**config.mk**
```make
export PLATFORM = sky130hd
export DESIGN_NAME = bubble_sort_engine
export DESIGN_NICKNAME = d
export VERILOG_FILES = /design/src/rtl/bubble_sort_pkg.sv /design/src/rtl/sort_cmp.sv /design/src/rtl/bubble_sort_engine.sv
export SDC_FILE = /design/constraint.sdc
export NUM_CORES = 1
export LEC_CHECK = 0
export BUFFER_PORTS_ARGS = -buffer_cell sky130_fd_sc_hd__buf_2
export CORE_UTILIZATION = 30
export CTS_CLUSTER_DIAMETER = 100
export DETAILED_ROUTE_END_ITERATION = 7
export PLACE_DENSITY_LB_ADDON = 0.15
export SETUP_SLACK_MARGIN = 0.02
export SLEW_MARGIN = 10
export SYNTH_ARGS = -nofsm -noshare
export SYNTH_HDL_FRONTEND = slang
export SYNTH_SLANG_ARGS = --single-unit
```
**constraint.sdc**
```tcl
create_clock -name clk -period 2.75 [get_ports clk]
set_input_delay 0.1375 -clock clk [delete_from_list [all_inputs] [get_ports clk]]
set_output_delay 0.1375 -clock clk [all_outputs]
set_load 0.005 [all_outputs]
```
**src/rtl/bubble_sort_pkg.sv**
```systemverilog
// Shared types and constants for the bubble sort engine.
package bubble_sort_pkg;

   // Sort controller states
   typedef enum logic [2:0] {
      IDLE,
      LOAD,
      CMP,
      WR_LO,
      WR_HI,
      DONE
   } state_t;

   // Sort direction encoding on the mode input
   localparam logic MODE_ASC  = 1'b0;
   localparam logic MODE_DESC = 1'b1;

endpackage

```
**src/rtl/sort_cmp.sv**
```systemverilog
// Pairwise compare: decides whether two adjacent elements must be exchanged.
// Equal elements never swap, which keeps the sort stable.
module sort_cmp
   import bubble_sort_pkg::*;
#(
   parameter int DATA_W = 8
) (
   input  logic [DATA_W-1:0] a,
   input  logic [DATA_W-1:0] b,
   input  logic              mode,
   output logic              swap
);

   // Strict compare in the selected direction
   always_comb begin
      swap = 1'b0;
      case (mode)
         MODE_ASC:  swap = (a > b);
         MODE_DESC: swap = (a < b);
         default:   swap = 1'b0;
      endcase
   end

endmodule

```
**src/rtl/bubble_sort_engine.sv**
```systemverilog
// In-place bubble sort over an internal register array with host write/read
// access. One compare per LOAD/CMP pair; swaps cost two extra write cycles.
module bubble_sort_engine
   import bubble_sort_pkg::*;
#(
   parameter  int DATA_W = 8,
   parameter  int DEPTH  = 32,
   localparam int ADDR_W = $clog2(DEPTH)
) (
   input  logic              clk,
   input  logic              rst_n,
   input  logic              start,
   input  logic              mode,
   input  logic              wr_en,
   input  logic [ADDR_W-1:0] wr_addr,
   input  logic [DATA_W-1:0] wr_data,
   input  logic [ADDR_W-1:0] rd_addr,
   output logic [DATA_W-1:0] rd_data,
   output logic              busy,
   output logic              done,
   output logic [6:0]        pass_cnt
);

   // Last compare index of pass 0, and the index of the final possible pass
   localparam logic [ADDR_W:0]   J_LIMIT = (ADDR_W+1)'(DEPTH - 2);
   localparam logic [ADDR_W-1:0] I_LAST  = ADDR_W'(DEPTH - 2);

   state_t              state, next_state;
   logic                mode_q;
   logic                swap_flag;
   logic                swap;
   logic [ADDR_W-1:0]   i, j, j_plus1;
   logic [ADDR_W:0]     last_j;
   logic                pass_end, last_pass;
   logic [DATA_W-1:0]   reg_lo, reg_hi;
   logic [DATA_W-1:0]   mem [DEPTH];

   logic                mem_we;
   logic [ADDR_W-1:0]   mem_waddr;
   logic [DATA_W-1:0]   mem_wdata;
   logic                init, load, set_flag, step_j, next_pass, adv;

   assign j_plus1   = j + 1'b1;
   assign last_j    = J_LIMIT - {1'b0, i};
   assign pass_end  = ({1'b0, j} >= last_j);
   assign last_pass = (i == I_LAST);
   assign rd_data   = mem[rd_addr];

   sort_cmp #(
      .DATA_W (DATA_W)
   ) u_cmp (
      .a    (reg_lo),
      .b    (reg_hi),
      .mode (mode_q),
      .swap (swap)
   );

   // State register
   always_ff @(posedge clk or negedge rst_n) begin
      if (!rst_n) state <= IDLE;
      else        state <= next_state;
   end

   // Next-state, control strobes and the single array write port mux
   always_comb begin
      next_state = state;
      busy       = 1'b1;
      done       = 1'b0;
      init       = 1'b0;
      load       = 1'b0;
      set_flag   = 1'b0;
      step_j     = 1'b0;
      next_pass  = 1'b0;
      adv        = 1'b0;
      mem_we     = 1'b0;
      mem_waddr  = wr_addr;
      mem_wdata  = wr_data;
      case (state)
         IDLE: begin
            busy   = 1'b0;
            mem_we = wr_en;
            if (start) begin
               init       = 1'b1;
               next_state = LOAD;
            end
         end
         LOAD: begin
            load       = 1'b1;
            next_state = CMP;
         end
         CMP: begin
            if (swap) begin
               set_flag   = 1'b1;
               next_state = WR_LO;
            end else begin
               adv = 1'b1;
            end
         end
         WR_LO: begin
            mem_we     = 1'b1;
            mem_waddr  = j;
            mem_wdata  = reg_hi;
            next_state = WR_HI;
         end
         WR_HI: begin
            mem_we    = 1'b1;
            mem_waddr = j_plus1;
            mem_wdata = reg_lo;
            adv       = 1'b1;
         end
         DONE: begin
            done       = 1'b1;
            next_state = IDLE;
         end
         default: next_state = IDLE;
      endcase
      // Advance: next pair in this pass, next pass, or finish early/at the end
      if (adv) begin
         if (!pass_end) begin
            step_j     = 1'b1;
            next_state = LOAD;
         end else if (!swap_flag || last_pass) begin
            next_state = DONE;
         end else begin
            next_pass  = 1'b1;
            next_state = LOAD;
         end
      end
   end

   // Pass/index counters, swap tracking and the compare operand registers
   always_ff @(posedge clk or negedge rst_n) begin
      if (!rst_n) begin
         mode_q    <= MODE_ASC;
         i         <= '0;
         j         <= '0;
         swap_flag <= 1'b0;
         pass_cnt  <= '0;
         reg_lo    <= '0;
         reg_hi    <= '0;
      end else begin
         if (init) begin
            mode_q    <= mode;
            i         <= '0;
            j         <= '0;
            swap_flag <= 1'b0;
            pass_cnt  <= 7'd1;
         end
         if (load) begin
            reg_lo <= mem[j];
            reg_hi <= mem[j_plus1];
         end
         if (set_flag) swap_flag <= 1'b1;
         if (step_j)   j <= j_plus1;
         if (next_pass) begin
            i         <= i + 1'b1;
            j         <= '0;
            swap_flag <= 1'b0;
            pass_cnt  <= pass_cnt + 7'd1;
         end
      end
   end

   // Element storage: host writes in IDLE, swap writes during a sort
   always_ff @(posedge clk or negedge rst_n) begin
      if (!rst_n) begin
         for (int k = 0; k < DEPTH; k++) mem[k] <= '0;
      end else if (mem_we) begin
         mem[mem_waddr] <= mem_wdata;
      end
   end

endmodule

```
Yosys cells after proc, flatten, opt, wreduce, memory -nomap -nowiden --
Cells that the tools add are included.
Storage, ports and cells: input port bits 23, register bits 294, word-level logic and storage cells 120, output and inout port bits 17
Cells by class: bitwise gates (word level) 5, $add $sub $neg 4, multiplexer cells 45, reduce and logical (&&, ||, !) cells 9, equal/unequal tests 9, $lt $le $gt $ge 8
Operators with widths (count):
- 256-bit bitwise mux | 1
- 8-bit binary-select mux with 5-bit select | 3
- 8-bit two-way mux | 7
- 8-bit demux with 5-bit select | 1
- 6-bit greater-or-equal comparator, second input constant | 4
- 5-bit inverter with 6-bit output | 4
- 5-bit two-way mux | 4
- 1-bit two-way mux | 16
- 8-bit case mux with 2 select lines | 1
- 3-bit two-way mux | 5
- 3-bit case mux with 5 select lines | 1
- 7-bit two-way mux | 2
- 5-bit by 1-bit adder with 5-bit output, second input constant | 2
- 5-bit case mux with 2 select lines | 1
- 8-bit greater-than comparator | 1
- 8-bit less-than comparator | 1
- 7-bit by 1-bit adder with 7-bit output, second input constant | 1
- 3-bit by 2-bit == test with 1-bit output, second input constant | 2
- 3-bit == test, second input constant | 2
- 5-bit by 6-bit greater-or-equal comparator with 1-bit output | 1
- 6-bit by 1-bit less-than comparator with 1-bit output, second input constant | 1
- 3-bit != test, second input constant | 2
- 1-bit case mux with 2 select lines | 3
- 3-bit nonzero test | 2
- other kinds (12) | 12

Longest topological paths before layout --
depth in word-level cells 8, gate-level depth with buffers 12, gate-level depth less buffers 10

Cells and area by module --
From an unflattened synthesis, not the netlist that was laid out.
Unflattened totals: cells, all modules 1484, area, all modules 18768.0 µm²
By module, submodules not included:
- bubble_sort_engine | cells each 1455, area an instance 18559.0 µm², instances 1, sequential area each 7357.1 µm²
- sort_cmp | cells each 29, area an instance 209.0 µm², instances 1, sequential area each 0.0 µm²

Worst setup path after synthesis --
Ideal clock, no wire load.
path type register to register, start point reg i[0], end point reg pass_cnt[2], cell stages (with the launch flop) 12, path slack 0.053 ns, data required time 2.624 ns, buffers on the path 1, data arrival time 2.571 ns, cell sequence dfrtp_1 -> ha_1 -> nor2b_1 -> or2_2 -> ha_1 -> o21ai_0 -> a21oi_1 -> o31ai_1 -> nor4b_1 -> clkbuf_1 -> and3b_1 -> a221o_1
Between the ends: word-level cells in the longest chain between the ends 6, elaborated cells on any way between the ends 9
RTL lines:
- start, declared | line bubble_sort_engine.sv:32 | logic [ADDR_W-1:0] i, j, j_plus1;
- start signal, assigned | line bubble_sort_engine.sv:156 | i <= i + 1'b1;
- parallel branches: the longest is 3 deep, another holds 5-bit by 5-bit subtractor with 6-bit output
- 1-bit two-way mux (*) | line bubble_sort_engine.sv:119 | if (!pass_end) begin
- 1-bit two-way mux (*) | line bubble_sort_engine.sv:118 | if (adv) begin
- 7-bit two-way mux / 2-bit nonzero test (equally long branches)
- end signal, assigned | line bubble_sort_engine.sv:159 | pass_cnt <= pass_cnt + 7'd1;
- end, declared | line bubble_sort_engine.sv:21 | output logic [6:0] pass_cnt
Every way passes the cells marked *. A chain may end at the register's enable or synchronous reset.

Worst setup path in the final report --
start point reg mem[34] in the netlist's numbering, end point out rd_data[2]
Between the ends: word-level cells in the longest chain between the ends 3
RTL lines:
- start, declared | line bubble_sort_engine.sv:36 | logic [DATA_W-1:0] mem [DEPTH];
- start signal, assigned by index | line bubble_sort_engine.sv:169 | mem[mem_waddr] <= mem_wdata;
- 8-bit binary-select mux with 5-bit select | line bubble_sort_engine.sv:47 | assign rd_data = mem[rd_addr];
- 8-bit two-way mux (implied by the code) (2 in a row) | line bubble_sort_engine.sv:47
- end, declared | line bubble_sort_engine.sv:18 | output logic [DATA_W-1:0] rd_data,
Every way passes these cells. The select of a mux whose other input is x is not followed.

==> reports/summary.txt <==
outcome: finished clean
1st-pass router iterations: 5
share of layout cells above drive strength 1: 57.2%
Unique masters post-synth: 62
Max VDD drop: 0.427 mV
Worst EP required: 2.61 ns
setup TNS: 0 ns
FF+latch count, synth: 294
most frequent cell on the critical path: mux4_2
worst path bufs/invs: 1
htree depth: 2
# rows: 90
routed len/inst: 27.6 um
synth-to-layout area growth: 22.1%
initial antenna violation count: 2
Worst Max-Slew Pin Slew: 0.881 ns
Die Y-Extent: 250 um
Die X: 250 um
Setup WS pre-CTS: -0.0663 ns
post-synthesis mux area share: 46.5%
Final setup viols: 0
routed wire length: 60500 um
hold crit path type: input pin to async pin
Period minus WS final: 2.63 ns
Pwr Density: 1110 nW/um^2
Sw Pwr: 0.00940 W
Peak Freq: 380 MHz
CTS max path bufs: 3
WP data arrival: 2.50 ns
clk root buf: clkbuf_16
Worst Path Max Fanout: 4
largest family of logic cells by synthesized area: multiplexers
crit path launch: mem[34]
CTS Sinks: 294
register area share after synthesis: 40.0%
Gate power share: 48.6%
post-synthesis xor/xnor area fraction: 0.238%
Clk pwr share: 21.7%
Internal: 0.0156 W
CP max-delay cell: mux4_2
Max stage delay on crit path: 0.54 ns
total power: 0.0250 W
first-pass GRT wire length: 90400 um
Final Worst Setup Slack: 0.115 ns
Final nets: 1422
GPL Wtd Cong: 0.821
Synth Area in Compound Gates: 4.56%
slew margin rel.: 41.3%
largest net degree at the start of global routing: 78
RR Startpoint: state[0]
asr flop ratio synth: 100%
DRC viols: 0
IO Count: 40
skew final: 0.0285 ns
final worst path period share: 95.8%
initial core utilization: 30.4%
Port Buffers: 39
Vias: 12400
Mapped Area: 18400 um^2
average size of a mapped cell: 14.6 um^2
detailed placement HPWL: 40200 um
number of synthesized flops with an enable pin: 0
ys flop type: dfrtp_1
Switching Share: 37.6%
Post-Synth Adder-Cell Area: 1.16%
FF-to-FF setup slack: 0.12 ns
Crit path max-delay family: multiplexers
die area: 62300 um^2
final hold violations: 0
Mapped Cells: 1257
Warnings, synthesis: 0
Flop pwr share: 29.7%
Initial DRC Count: 828
CTS tree: built
Max-Cap Viols: 0
leakage: 9.35 nW
Post-Synth Simple-Gate Area: 4.66%
DR vias/cell: 5.65
# diodes: 0
Filler cells: 5718
vias in the first global route: 12900
ANT nets after route: 0
Synth area leader: dfrtp_1
Syn Nets: 1297
crit path kind: flip-flop to output pin
main area contributors after synthesis: dfrtp_1, mux4_2, mux2_2
Core Footprint: 60500 um^2
final max-slew violation count: 0
Worst-Skew Late Latency: 0.57 ns
crit start category: flip-flop
CP cell instances: mux4_2, mux4_2, mux2_2, buf_2
grt ovf: 0
RSZ-0062 raised after global routing: yes
Setup crit end kind: output pin
Worst-path clk slew: 0.06 ns
share of the synthesized area in the top cell type: 40.0%
TritonCTS Buffers: 38
Total GRT Usage: 19.8%
[registers in the layout (all words and copies together), names as in the netlist]
signal,count
j,5
reg_lo,8
state,3
i,5
pass_cnt,7
mode_q,1
mem,256
swap_flag,1
reg_hi,8
[cell usage in the layout, fill, tap and decap left out, types with 8 or more instances in the layout]
cell type,count
a211oi_1,9
a21oi_1,34
a21oi_2,8
buf_12,46
buf_2,37
buf_4,100
bufinv_16,8
clkbuf_1,8
clkbuf_16,40
clkinv_2,9
dfrtp_1,289
ha_1,14
inv_1,18
mux2_2,262
mux2i_1,49
mux4_2,224
nand2_1,37
nand2_2,11
nor2_1,38
nor2b_1,12
o21ai_0,12
o22ai_1,13
[power by group through the flow]
stage               registers, W  logic [W]  clock network [W]
finish                   0.00743     0.0122            0.00543
detailed placement       0.00744     0.0120                  0
CTS                      0.00739     0.0121            0.00558
global route             0.00769     0.0130            0.00575
global placement         0.00737     0.0119                  0
floorplan                0.00687    0.00791                  0
[Yosys cell counts, types with 3 or more instances]
cell,n
and2_1,6
or2_2,6
a221o_1,4
nor2_2,5
nor3_1,4
dfrtp_1,294
mux2i_1,50
xor2_1,3
o21ai_0,16
mux2_2,262
a22o_1,4
a211oi_1,9
nand3_1,6
nor2b_1,12
o22ai_1,13
nand2_1,37
and3_1,6
mux4_2,224
inv_1,18
nor4_4,6
a21oi_1,42
nand2_2,12
buf_4,5
mux2_1,5
o31ai_1,6
ha_1,17
buf_2,31
buf_1,16
nor2_1,39
clkbuf_1,55
[cells by family after synthesis]
group	count (synthesis)
compound gates	124
xor+xnor	5
fa+ha+maj	17
buf+inv	126
flops	294
mux	541
simple gates	150
[final cells by class]
| class | count | area (um^2) | area share (%) |
|---|---|---|---|
| repair buffers | 193 | 2000 | 8.90 |
| inverters | 18 | 67.6 | 0.301 |
| well taps | 782 | 978 | 4.36 |
| multi-input cells | 837 | 10700 | 47.7 |
| clock inverters | 18 | 294 | 1.31 |
| clock buffers | 49 | 1030 | 4.60 |
| flip-flops and latches | 294 | 7370 | 32.8 |
[metal layers]
metal / global-route usage, % / part of all wire (%)
met4: 6.68 / 3.0
met3: 4.97 / 7.0
met1: 28.0 / 45
met5: 0.772 / 0
met2: 29.6 / 45
[stage by stage]
stage / util, % / area (um^2) / hold WS, ns / instances
after detailed placement: 34.5 / 20900 / 0.215 / 2114
after floorplan: - / 18400 / -0.158 / 1257
after global routing: 37.1 / 22500 / 0.254 / 2191
after CTS: 36.8 / 22300 / 0.217 / 2186
after global placement: 34.5 / 20900 / 0.212 / 2114
final: 37.1 / 22500 / 0.174 / 2191
[worst paths after layout]
kind                         endpoint  depth (start not counted)
setup / recovery           rd_data[2]                          4
hold / removal               mem[214]                          2
setup reg to reg             mem[206]                          9
hold reg to reg              state[0]                          1
max in group asynchronous    mem[160]                          3
min in group clk               mode_q                          3
[what timing repair did]
item / 4_1_cts / 5_1_grt
buffers inserted: 2 / 3
hold buffers: 3 / 0
hold endpoints to repair: 72 / 0
cloned: 0 / 2
pin swaps: 2 / 7
endpoints found under the setup margin: 84 / 218
resized for setup: 4 / 32
Power figures use the tool's default switching activity.
